[src/rtl/rng_req_sched_if.sv]
// Signal bundle for rng_req_sched: requester side, response handshake and RNG core strobes.
// The slave modport is the scheduler's view; master is the surrounding logic.
interface rng_req_sched_if #(
    parameter int NREQ = 4,
    parameter int IDW  = (NREQ > 1) ? $clog2(NREQ) : 1
);
    logic                ena;
    logic [3:0]          seed_in;
    logic                seed_load;
    logic [NREQ-1:0]     req;
    logic [2*NREQ-1:0]   req_mode;
    logic [NREQ-1:0]     gnt;
    logic                core_load;
    logic [3:0]          core_seed;
    logic [1:0]          core_mode;
    logic                core_step;
    logic [7:0]          core_data;
    logic                rsp_valid;
    logic                rsp_ready;
    logic [IDW-1:0]      rsp_id;
    logic [7:0]          rsp_data;

    modport slave (
        input  ena, seed_in, seed_load, req, req_mode, core_data, rsp_ready,
        output gnt, core_load, core_seed, core_mode, core_step, rsp_valid, rsp_id, rsp_data
    );

    modport master (
        output ena, seed_in, seed_load, req, req_mode, core_data, rsp_ready,
        input  gnt, core_load, core_seed, core_mode, core_step, rsp_valid, rsp_id, rsp_data
    );
endinterface

[src/rtl/rng_req_sched.sv]
// Round-robin scheduler sharing one RNG core between NREQ requesters.
// Optional RNG_RESEED_EN: automatic reseed after every RESEED deliveries.
//
// state     | meaning
// IDLE      | service pending seed load first, else grant next requester
// LOAD      | one-cycle core_load with the stored seed
// RUN       | WARMUP core_step cycles in the granted requester's mode
// CAPTURE   | register core_data into the response
// DELIVER   | hold response until rsp_ready
module rng_req_sched #(
    parameter int NREQ   = 4,
    parameter int WARMUP = 4,
    parameter int RESEED = 16
) (
    input  logic           clk,
    input  logic           rst_n,
    rng_req_sched_if.slave bus
);
    localparam int IDW = (NREQ > 1) ? $clog2(NREQ) : 1;

    localparam logic [2:0] S_IDLE    = 3'd0;
    localparam logic [2:0] S_LOAD    = 3'd1;
    localparam logic [2:0] S_RUN     = 3'd2;
    localparam logic [2:0] S_CAPTURE = 3'd3;
    localparam logic [2:0] S_DELIVER = 3'd4;

    logic [2:0]      state_q, state_d;
    logic [3:0]      seed_q, seed_d;
    logic            pend_q, pend_d;
    logic [IDW-1:0]  rr_q, rr_d;
    logic [IDW-1:0]  id_q, id_d;
    logic [1:0]      mode_q, mode_d;
    logic [3:0]      cnt_q, cnt_d;
    logic            rsp_valid_q, rsp_valid_d;
    logic [IDW-1:0]  rsp_id_q, rsp_id_d;
    logic [7:0]      rsp_data_q, rsp_data_d;
    logic [IDW-1:0]  pick;
    logic [1:0]      pick_mode;
    logic [NREQ-1:0] gnt;
    logic            hs;
`ifdef RNG_RESEED_EN
    logic [7:0]      dcnt_q, dcnt_d;
    logic [3:0]      wrap_q, wrap_d;
`endif

    // An all-zero seed would lock an LFSR core, so it is bumped to 1.
    function automatic logic [3:0] seed_guard(input logic [3:0] s);
        return (s == 4'h0) ? 4'h1 : s;
    endfunction

    always_comb begin : rr_pick
        int idx;
        idx  = 0;
        pick = rr_q;
        for (int k = NREQ - 1; k >= 0; k--) begin
            idx = int'(rr_q) + k;
            if (idx >= NREQ) idx = idx - NREQ;
            if (bus.req[idx]) pick = IDW'(idx);
        end
        pick_mode = bus.req_mode[{pick, 1'b0} +: 2];
    end

    always_comb begin
        state_d     = state_q;
        seed_d      = seed_q;
        pend_d      = pend_q;
        rr_d        = rr_q;
        id_d        = id_q;
        mode_d      = mode_q;
        cnt_d       = cnt_q;
        rsp_valid_d = rsp_valid_q;
        rsp_id_d    = rsp_id_q;
        rsp_data_d  = rsp_data_q;
        gnt         = '0;
        hs          = (state_q == S_DELIVER) && rsp_valid_q && bus.rsp_ready;
`ifdef RNG_RESEED_EN
        dcnt_d      = dcnt_q;
        wrap_d      = wrap_q;
`endif
        case (state_q)
            S_IDLE: begin
                if (pend_q) begin
                    state_d = S_LOAD;
                end else if (bus.ena && (|bus.req)) begin
                    gnt     = NREQ'(1) << pick;
                    id_d    = pick;
                    mode_d  = (pick_mode == 2'b11) ? 2'b00 : pick_mode;
                    cnt_d   = 4'(WARMUP);
                    state_d = S_RUN;
                end
            end
            S_LOAD: begin
                pend_d  = 1'b0;
                state_d = S_IDLE;
`ifdef RNG_RESEED_EN
                dcnt_d  = '0;
`endif
            end
            S_RUN: begin
                cnt_d = cnt_q - 4'd1;
                if (cnt_q == 4'd1) state_d = S_CAPTURE;
            end
            S_CAPTURE: begin
                rsp_data_d  = bus.core_data;
                rsp_id_d    = id_q;
                rsp_valid_d = 1'b1;
                state_d     = S_DELIVER;
            end
            S_DELIVER: begin
                if (hs) begin
                    rsp_valid_d = 1'b0;
                    rr_d        = (id_q == IDW'(NREQ - 1)) ? '0 : id_q + IDW'(1);
                    state_d     = S_IDLE;
                end
            end
            default: state_d = S_IDLE;
        endcase
`ifdef RNG_RESEED_EN
        if (hs) begin
            dcnt_d = dcnt_q + 8'd1;
            if (dcnt_d == 8'(RESEED)) begin
                wrap_d = wrap_q + 4'd1;
                seed_d = seed_guard(seed_q ^ wrap_d);
                pend_d = 1'b1;
            end
        end
`endif
        // An external seed always wins, including over a same-cycle LOAD clear.
        if (bus.seed_load) begin
            seed_d = seed_guard(bus.seed_in);
            pend_d = 1'b1;
        end
    end

    always_ff @(posedge clk or negedge rst_n) begin
        if (!rst_n) begin
            state_q     <= S_IDLE;
            seed_q      <= 4'hA;
            pend_q      <= 1'b1;
            rr_q        <= '0;
            id_q        <= '0;
            mode_q      <= 2'b00;
            cnt_q       <= 4'd0;
            rsp_valid_q <= 1'b0;
            rsp_id_q    <= '0;
            rsp_data_q  <= 8'h00;
`ifdef RNG_RESEED_EN
            dcnt_q      <= 8'h00;
            wrap_q      <= 4'h0;
`endif
        end else begin
            state_q     <= state_d;
            seed_q      <= seed_d;
            pend_q      <= pend_d;
            rr_q        <= rr_d;
            id_q        <= id_d;
            mode_q      <= mode_d;
            cnt_q       <= cnt_d;
            rsp_valid_q <= rsp_valid_d;
            rsp_id_q    <= rsp_id_d;
            rsp_data_q  <= rsp_data_d;
`ifdef RNG_RESEED_EN
            dcnt_q      <= dcnt_d;
            wrap_q      <= wrap_d;
`endif
        end
    end

    assign bus.gnt       = gnt;
    assign bus.core_load = (state_q == S_LOAD);
    assign bus.core_seed = seed_q;
    assign bus.core_step = (state_q == S_RUN);
    assign bus.core_mode = (state_q == S_RUN) ? mode_q : 2'b00;
    assign bus.rsp_valid = rsp_valid_q;
    assign bus.rsp_id    = rsp_id_q;
    assign bus.rsp_data  = rsp_data_q;
endmodule

[src/flat_wrapper.sv]
// flat-port wrapper written by rule: the top's interface ports become plain ports
module rng_req_sched_flat 
#(
    parameter int NREQ   = 4,
    parameter int WARMUP = 4,
    parameter int RESEED = 16
)
  (clk, rst_n, bus_ena, bus_seed_in, bus_seed_load, bus_req, bus_req_mode, bus_core_data, bus_rsp_ready, bus_gnt, bus_core_load, bus_core_seed, bus_core_mode, bus_core_step, bus_rsp_valid, bus_rsp_id, bus_rsp_data);
  rng_req_sched_if #(.NREQ(NREQ)) bus_i ();
  input  logic clk;
  input  logic rst_n;
  input wire logic [$bits(bus_i.ena)-1:0] bus_ena;
  input wire logic [$bits(bus_i.seed_in)-1:0] bus_seed_in;
  input wire logic [$bits(bus_i.seed_load)-1:0] bus_seed_load;
  input wire logic [$bits(bus_i.req)-1:0] bus_req;
  input wire logic [$bits(bus_i.req_mode)-1:0] bus_req_mode;
  input wire logic [$bits(bus_i.core_data)-1:0] bus_core_data;
  input wire logic [$bits(bus_i.rsp_ready)-1:0] bus_rsp_ready;
  output wire logic [$bits(bus_i.gnt)-1:0] bus_gnt;
  output wire logic [$bits(bus_i.core_load)-1:0] bus_core_load;
  output wire logic [$bits(bus_i.core_seed)-1:0] bus_core_seed;
  output wire logic [$bits(bus_i.core_mode)-1:0] bus_core_mode;
  output wire logic [$bits(bus_i.core_step)-1:0] bus_core_step;
  output wire logic [$bits(bus_i.rsp_valid)-1:0] bus_rsp_valid;
  output wire logic [$bits(bus_i.rsp_id)-1:0] bus_rsp_id;
  output wire logic [$bits(bus_i.rsp_data)-1:0] bus_rsp_data;
  assign bus_i.ena = bus_ena;
  assign bus_i.seed_in = bus_seed_in;
  assign bus_i.seed_load = bus_seed_load;
  assign bus_i.req = bus_req;
  assign bus_i.req_mode = bus_req_mode;
  assign bus_i.core_data = bus_core_data;
  assign bus_i.rsp_ready = bus_rsp_ready;
  assign bus_gnt = bus_i.gnt;
  assign bus_core_load = bus_i.core_load;
  assign bus_core_seed = bus_i.core_seed;
  assign bus_core_mode = bus_i.core_mode;
  assign bus_core_step = bus_i.core_step;
  assign bus_rsp_valid = bus_i.rsp_valid;
  assign bus_rsp_id = bus_i.rsp_id;
  assign bus_rsp_data = bus_i.rsp_data;
  rng_req_sched #(.NREQ(NREQ), .WARMUP(WARMUP), .RESEED(RESEED)) u_core (.clk(clk), .rst_n(rst_n), .bus(bus_i));
endmodule
[config.mk]
export PLATFORM = sky130hd
export DESIGN_NAME = rng_req_sched_flat
export DESIGN_NICKNAME = d
export VERILOG_FILES = /design/src/rtl/rng_req_sched_if.sv /design/src/rtl/rng_req_sched.sv /design/src/flat_wrapper.sv
export SDC_FILE = /design/constraint.sdc
export NUM_CORES = 1
export LEC_CHECK = 0
export BUFFER_PORTS_ARGS = -buffer_cell sky130_fd_sc_hd__buf_2
export CAP_MARGIN = 10
export CORE_UTILIZATION = 44
export DETAILED_ROUTE_END_ITERATION = 8
export GPL_TIMING_DRIVEN = 1
export PLACE_DENSITY = 0.75
export SLEW_MARGIN = 40
export SYNTH_ARGS = -nofsm -noshare
export SYNTH_HDL_FRONTEND = slang
export SYNTH_SLANG_ARGS = --single-unit
[constraint.sdc]
create_clock -name clk -period 1.3 [get_ports clk]
set_input_delay 0.13 -clock clk [delete_from_list [all_inputs] [get_ports clk]]
set_output_delay 0.13 -clock clk [all_outputs]
set_load 0.01 [all_outputs]
### Yosys cells after proc, flatten, opt, wreduce, memory -nomap -nowiden

Index checks and enable logic that the tools add are counted.

* register bits after elaboration: 29
* input port bits: 29
* output and inout port bits: 23
* logic and storage cells: 95

* $add $sub $neg: 9
* $lt $le $gt $ge: 8
* equal/unequal tests: 12
* shifts and indexed selects: 2
* multiplexer cells: 39
* bitwise gates (word level): 1
* reduce and logical (&&, ||, !) cells: 14

Operator list (number)
* less-than comparator 32 x 4 -> 1 bit (second input constant): 4
* 2-to-1 mux 32 bit: 4
* greater-or-equal comparator 32 x 4 -> 1 bit (second input constant): 3
* subtractor 32 x 4 -> 32 bit (second input constant): 3
* 2-to-1 mux 4 bit: 6
* 2-to-1 mux 2 bit: 7
* 2-to-1 mux 3 bit: 4
* one-hot mux 3 bit (4 select lines): 1
* 2-to-1 mux 1 bit: 11
* AND reduction 3 bit: 3
* binary-select mux 1 bit (select 2 bit): 4
* one-hot mux 4 bit (2 select lines): 1
* indexed part select 8 x 4 -> 2 bit: 1
* adder 2 x 2 -> 3 bit (second input constant): 2
* equality test 3 x 2 -> 1 bit (second input constant): 2
* inequality test 2 x 1 -> 1 bit (second input constant): 3
* nonzero test 2 bit: 3
* equality test 2 bit (second input constant): 2
* equality test 4 x 1 -> 1 bit (second input constant): 1
* logical NOT 4 bit: 1
* AND reduction 2 bit: 2
* OR reduction 4 bit: 1
* << shifter 1 x 2 -> 4 bit (first input constant): 1
* subtractor 2 x 3 -> 4 bit (second input constant): 1
* 12 further kinds: 14

### Depth between registers and ports, before layout

* depth in word-level cells: 14
* gate-level depth with buffers: 6
* gate-level depth less buffers: 5

### Least setup slack after synthesis

OpenSTA, ideal clock, no wires.

* path kind: flip-flop to flip-flop
* start: reg u_core.rr_q[1]
* end: reg u_core.mode_q[0]
* library setup time: 139 ps
* arrival time: 1280 ps
* required time: 1161 ps
* path slack: -119 ps
* stages on the path, launching flop included: 7
* path buffers: 1
* clock period less this slack: 1419 ps
* cells stage by stage: dfrtp_1 > nor3b_2 > o22ai_1 > a2bb2o_2 > buf_4 > mux2i_1 > o221ai_1

* cells in the longest elaborated chain, start to end: 13
* elaborated cells between the ends (all ways): 34
* those cells by class: add/sub: 7; order compare: 4; eq/ne: 1; shift: 1; mux: 21

RTL lines
* from (decl): line rng_req_sched.sv:30 `logic [IDW-1:0] rr_q, rr_d;`
* from (signal assigned): line rng_req_sched.sv:155 `rr_q <= rr_d;`
* adder 2 x 2 -> 3 bit: line rng_req_sched.sv:56 `idx = int'(rr_q) + k;`
* subtractor 32 x 4 -> 32 bit / greater-or-equal comparator 32 x 4 -> 1 bit (equally long branches): line rng_req_sched.sv:57 `if (idx >= NREQ) idx = idx - NREQ;`
* 2-to-1 mux 32 bit: line rng_req_sched.sv:57
* binary-select mux 1 bit (select 2 bit): line rng_req_sched.sv:58 `if (bus.req[idx]) pick = IDW'(idx);`
* 2-to-1 mux 1 bit (not written as such) (2 in a row): line rng_req_sched.sv:58
* 2-to-1 mux 2 bit (3 in a row): line rng_req_sched.sv:58
* 2-to-1 mux 2 bit (*): line rng_req_sched.sv:58
* indexed part select 8 x 4 -> 2 bit (*): line rng_req_sched.sv:60 `pick_mode = bus.req_mode[{pick, 1'b0} +: 2];`
* equality test 2 bit: line rng_req_sched.sv:87 `mode_d = (pick_mode == 2'b11) ? 2'b00 : pick_mode;`
* 2-to-1 mux 2 bit (*): line rng_req_sched.sv:87
* to (signal assigned): line rng_req_sched.sv:157 `mode_q <= mode_d;`
* to (decl): line rng_req_sched.sv:32 `logic [1:0] mode_q, mode_d;`

Every way passes the cells marked *; elsewhere a longest branch is shown, timed or not. The select of a mux whose other input is x is not followed.
A chain may end at the register's enable or synchronous reset.

### Worst setup path in the final report

* start: reg u_core.rr_q[0]
* end: out bus_gnt[1]

* cells in the longest elaborated chain, start to end: 14
* elaborated cells between the ends (all ways): 35
* those cells by class: add/sub: 7; order compare: 4; shift: 1; mux: 23

RTL lines
* adder 2 x 2 -> 3 bit: line rng_req_sched.sv:56
* subtractor 32 x 4 -> 32 bit / greater-or-equal comparator 32 x 4 -> 1 bit (equally long branches): line rng_req_sched.sv:57
* 2-to-1 mux 32 bit: line rng_req_sched.sv:57
* binary-select mux 1 bit (select 2 bit): line rng_req_sched.sv:58
* 2-to-1 mux 1 bit (not written as such) (2 in a row): line rng_req_sched.sv:58
* 2-to-1 mux 2 bit (3 in a row): line rng_req_sched.sv:58
* 2-to-1 mux 2 bit (*): line rng_req_sched.sv:58
* << shifter 1 x 2 -> 4 bit (*): line rng_req_sched.sv:85 `gnt = NREQ'(1) << pick;`
* 2-to-1 mux 4 bit (*): line rng_req_sched.sv:84 `end else if (bus.ena && (|bus.req)) begin`
* 2-to-1 mux 4 bit (*): line rng_req_sched.sv:82 `if (pend_q) begin`
* 2-to-1 mux 4 bit (*): line rng_req_sched.sv:80 `case (state_q)`
* to (decl): line flat_wrapper.sv:19 `output wire logic [$bits(bus_i.gnt)-1:0] bus_gnt;`

Marks and branches as above.

==> reports/results.ini <==
[sta]
timing.final.ws_setup_ns = -0.663
finalSetupTns_ns = -8.22
fmax_mhz = 509
maxSlewHeadroom = 0.563
worst_pin_slew_ns = 0.655
rsz0062_at_grt = yes
drv_slew = 0
post-route-period-util = 1.51
skew_ns = 0.0140
holdWs_ns = 0.0380
min_period_ns = 1.96
finalHoldViolations = 0
setup_viol = 29

[setup_path]
crit_end = bus_gnt[1]
worst_setup_path_end_kind = primary output
r2r-end = u_core.mode_q[1]
start_kind = flip-flop
crit_arrival_ns = 1.83
worstSetupPathType = reg2out
cp.depth = 6
crit_start = u_core.rr_q[0]
cp_max_fo = 4
reg2reg_slack_ns = -0.36
critical_path.slowest_cell = dfrtp_1
critPathTopFamily = compound AO/OA/AOI/OAI gates
required_ns = 1.17
slowest_delay_ns = 0.41
r2r-start = u_core.rr_q[0]
critPathBufInv = 2
ff2ff_path_depth = 6
cp_cell_sequence = inv_2 > a22o_1 > a211oi_2 > nand4b_1 > nor2b_1 > buf_2

[final_layout]
syn_to_final_growth_pct = 57.9
num_antenna_cells = 0
fillCellCount = 231
final_layout_size_suffix_gt1_frac = 0.649
layout.nets = 256

[die]
die_area_sq_um = 3560
rows = 20
core-area_sq_um = 3100
io_pins = 52
die_w_um = 59.7
start_util = 0.472
die_y_um = 59.7

[yosys]
synth_top_family_by_area = simple AND/OR/NAND/NOR gates
yosysSeqAreaShare = 0.498
synth_top_area_share = 0.444
netlist_area_sq_um = 1470
synthSimpleGateAreaFrac = 0.202
async_flop_share = 1.00
synthAdderAreaFrac = 0.0256
muxShareOfSynthArea = 0.142
avgSynthCellArea_sq_um = 11.0
synth_top_area_cell = dfrtp_1
synth_compound_area_frac = 0.103
ys_seq_elements = 29
syn_nets = 165
synth.distinct_cells = 36
synth.area.top_cells = dfrtp_1 (44%), mux2_2 (11%), dfstp_2 (5.4%)
yosysWarningCount = 0
synthCells = 133
synth_xor_xnor_area_share = 0
synth_ff_type = dfrtp_1
synth-edff-count = 0

[grt]
antenna_found_initial = 0
grt_pass1_wl_mm = 6.44
grt_pass1_vias = 1428
grt_max_degree = 30
grt_overflow = 0
grt_usage = 0.251

[clock_tree]
cts_tree = yes
clock_latency_ns = 0.33
cts_buffers = 5
clock_sinks = 29
h-tree-depth = 2
root_buffer = clkbuf_4
cts.path.max_buffers = 2
cts.clk_slew.worst_paths_ns = 0.10

[placement]
gp_congestion = 0.763
io_buffer_count = 51
pre_cts_ws_ns = -0.247
dp_hpwl_mm = 2.44

[route]
vias_per_cell = 5.16
first_pass_iters = 5
drtIter0Drc = 60
drt.antenna.violating_nets = 0
wl_mm = 4.20
drc = 0
wl_per_cell_um = 15.6
via_count = 1389

[power_and_ir_drop]
finalPower_mw = 4.98
pwr_density_cell_nw_per_um2 = 2150
p_leak_nw = 1.16
vdd_drop_max_mv = 1.11

[flow_run]
cap_violations = 0

[run_status]
status = finished, violations left
violations = setup timing

[hold_path]
holdCritPathClass = in2reg

-- cell type report --
class	count	area (sq um)	area share
clock buffer	7	55.1	0.0238
clock inverter	1	30.0	0.0130
timing repair buffer	87	596	0.257
sequential	29	731	0.316
multi-input combinational	94	818	0.354
inverter	7	28.8	0.0124
tap	44	55.1	0.0238
-- per-stage QoR --
step | instances | cell area, sq um | utilization
2_1_floorplan | 133 | 1480 | -
3_3_place_gp | 241 | 1900 | 0.613
3_5_place_dp | 241 | 1900 | 0.613
4_1_cts | 260 | 2210 | 0.712
5_1_grt | 269 | 2310 | 0.746
6_report | 269 | 2310 | 0.746
-- worst reg2reg max path, delay by kind of cell (launching register included) --
family	cells	cell delay (ns)
DFF	1	0.41
buffers and inverters	2	0.27
AOI/OAI and AO/OA	3	0.66
and+or+nand+nor	1	0.23
-- synthesized netlist by cell type, types with 2 or more instances --
library cell / number
ha_1: 3
nor2b_1: 10
o22ai_1: 2
a21oi_1: 8
nor3_1: 2
nand2_1: 12
nor3b_1: 2
o221ai_1: 2
buf_2: 2
or4_1: 2
and3_1: 3
inv_1: 6
mux2_2: 14
o21ai_0: 5
nor2_1: 8
mux2i_1: 5
dfrtp_1: 26
dfstp_2: 3
-- metal layers --
layer | track usage | part of all wire
met5 | 0 | 0
met4 | 0.113 | 0.018
met3 | 0.0693 | 0.045
met2 | 0.441 | 0.56
met1 | 0.282 | 0.38
-- cells in the final DEF (no fill, tap or decap), types with 4 or more instances in the layout --
cell	n
o21ai_2	4
nand2_1	8
buf_6	16
mux2i_1	4
mux2_2	12
nor2_1	5
dfrtp_1	25
a21oi_1	6
clkbuf_4	5
buf_2	48
nor2b_1	9
buf_4	22
-- state kept, by name (all words and copies together) (netlist names) --
name and count:
u_core.rr_q 2, u_core.bus.rsp_data 8, u_core.state_q 3, u_core.cnt_q 4, u_core.id_q 2, u_core.mode_q 2
u_core.pend_q 1, u_core.bus.rsp_valid 1, u_core.bus.core_seed 4, u_core.bus.rsp_id 2
-- worst min path at each step --
| stage | startpoint | slack (ns) | cells past startpoint | to |
|---|---|---|---|---|
| 6_report | bus_core_data[4] | 0.04 | 2 | u_core.bus.rsp_data[4] |
| 5_1_grt | bus_core_data[4] | 0.01 | 2 | u_core.bus.rsp_data[4] |
| 4_1_cts | bus_core_data[3] | 0.02 | 2 | u_core.bus.rsp_data[3] |
| 3_5_place_dp | rst_n | 0.18 | 1 | u_core.bus.core_seed[0] |
| 3_3_place_gp | rst_n | 0.17 | 1 | u_core.bus.core_seed[0] |
| 2_1_floorplan | rst_n | -0.17 | 0 | u_core.bus.core_seed[0] |
-- power breakdown --
part,switching (mW),internal (mW)
registers,0.323,1.29
logic,1.13,1.46
clock network,0.318,0.459
-- cell families (layout without fill, tap and decap cells) --
| kind of cell | after synthesis | in the layout |
|---|---|---|
| and+or+nand+nor | 49 | 49 |
| DFF | 29 | 29 |
| AOI/OAI and AO/OA | 23 | 23 |
| muxes | 19 | 19 |
| buffers and inverters | 10 | 102 |
| adders and majority gates | 3 | 3 |
-- repair_timing --
action | 4_1_cts | 5_1_grt
setup endpoints to repair | 24 | 29
hold buffers | 1 | 0
pin swaps | 12 | 8
cloned | 1 | 0
resized for setup | 31 | 22
setup buffers | 11 | 15
hold endpoints to repair | 26 | 0
(Power assumes the default switching activity.)
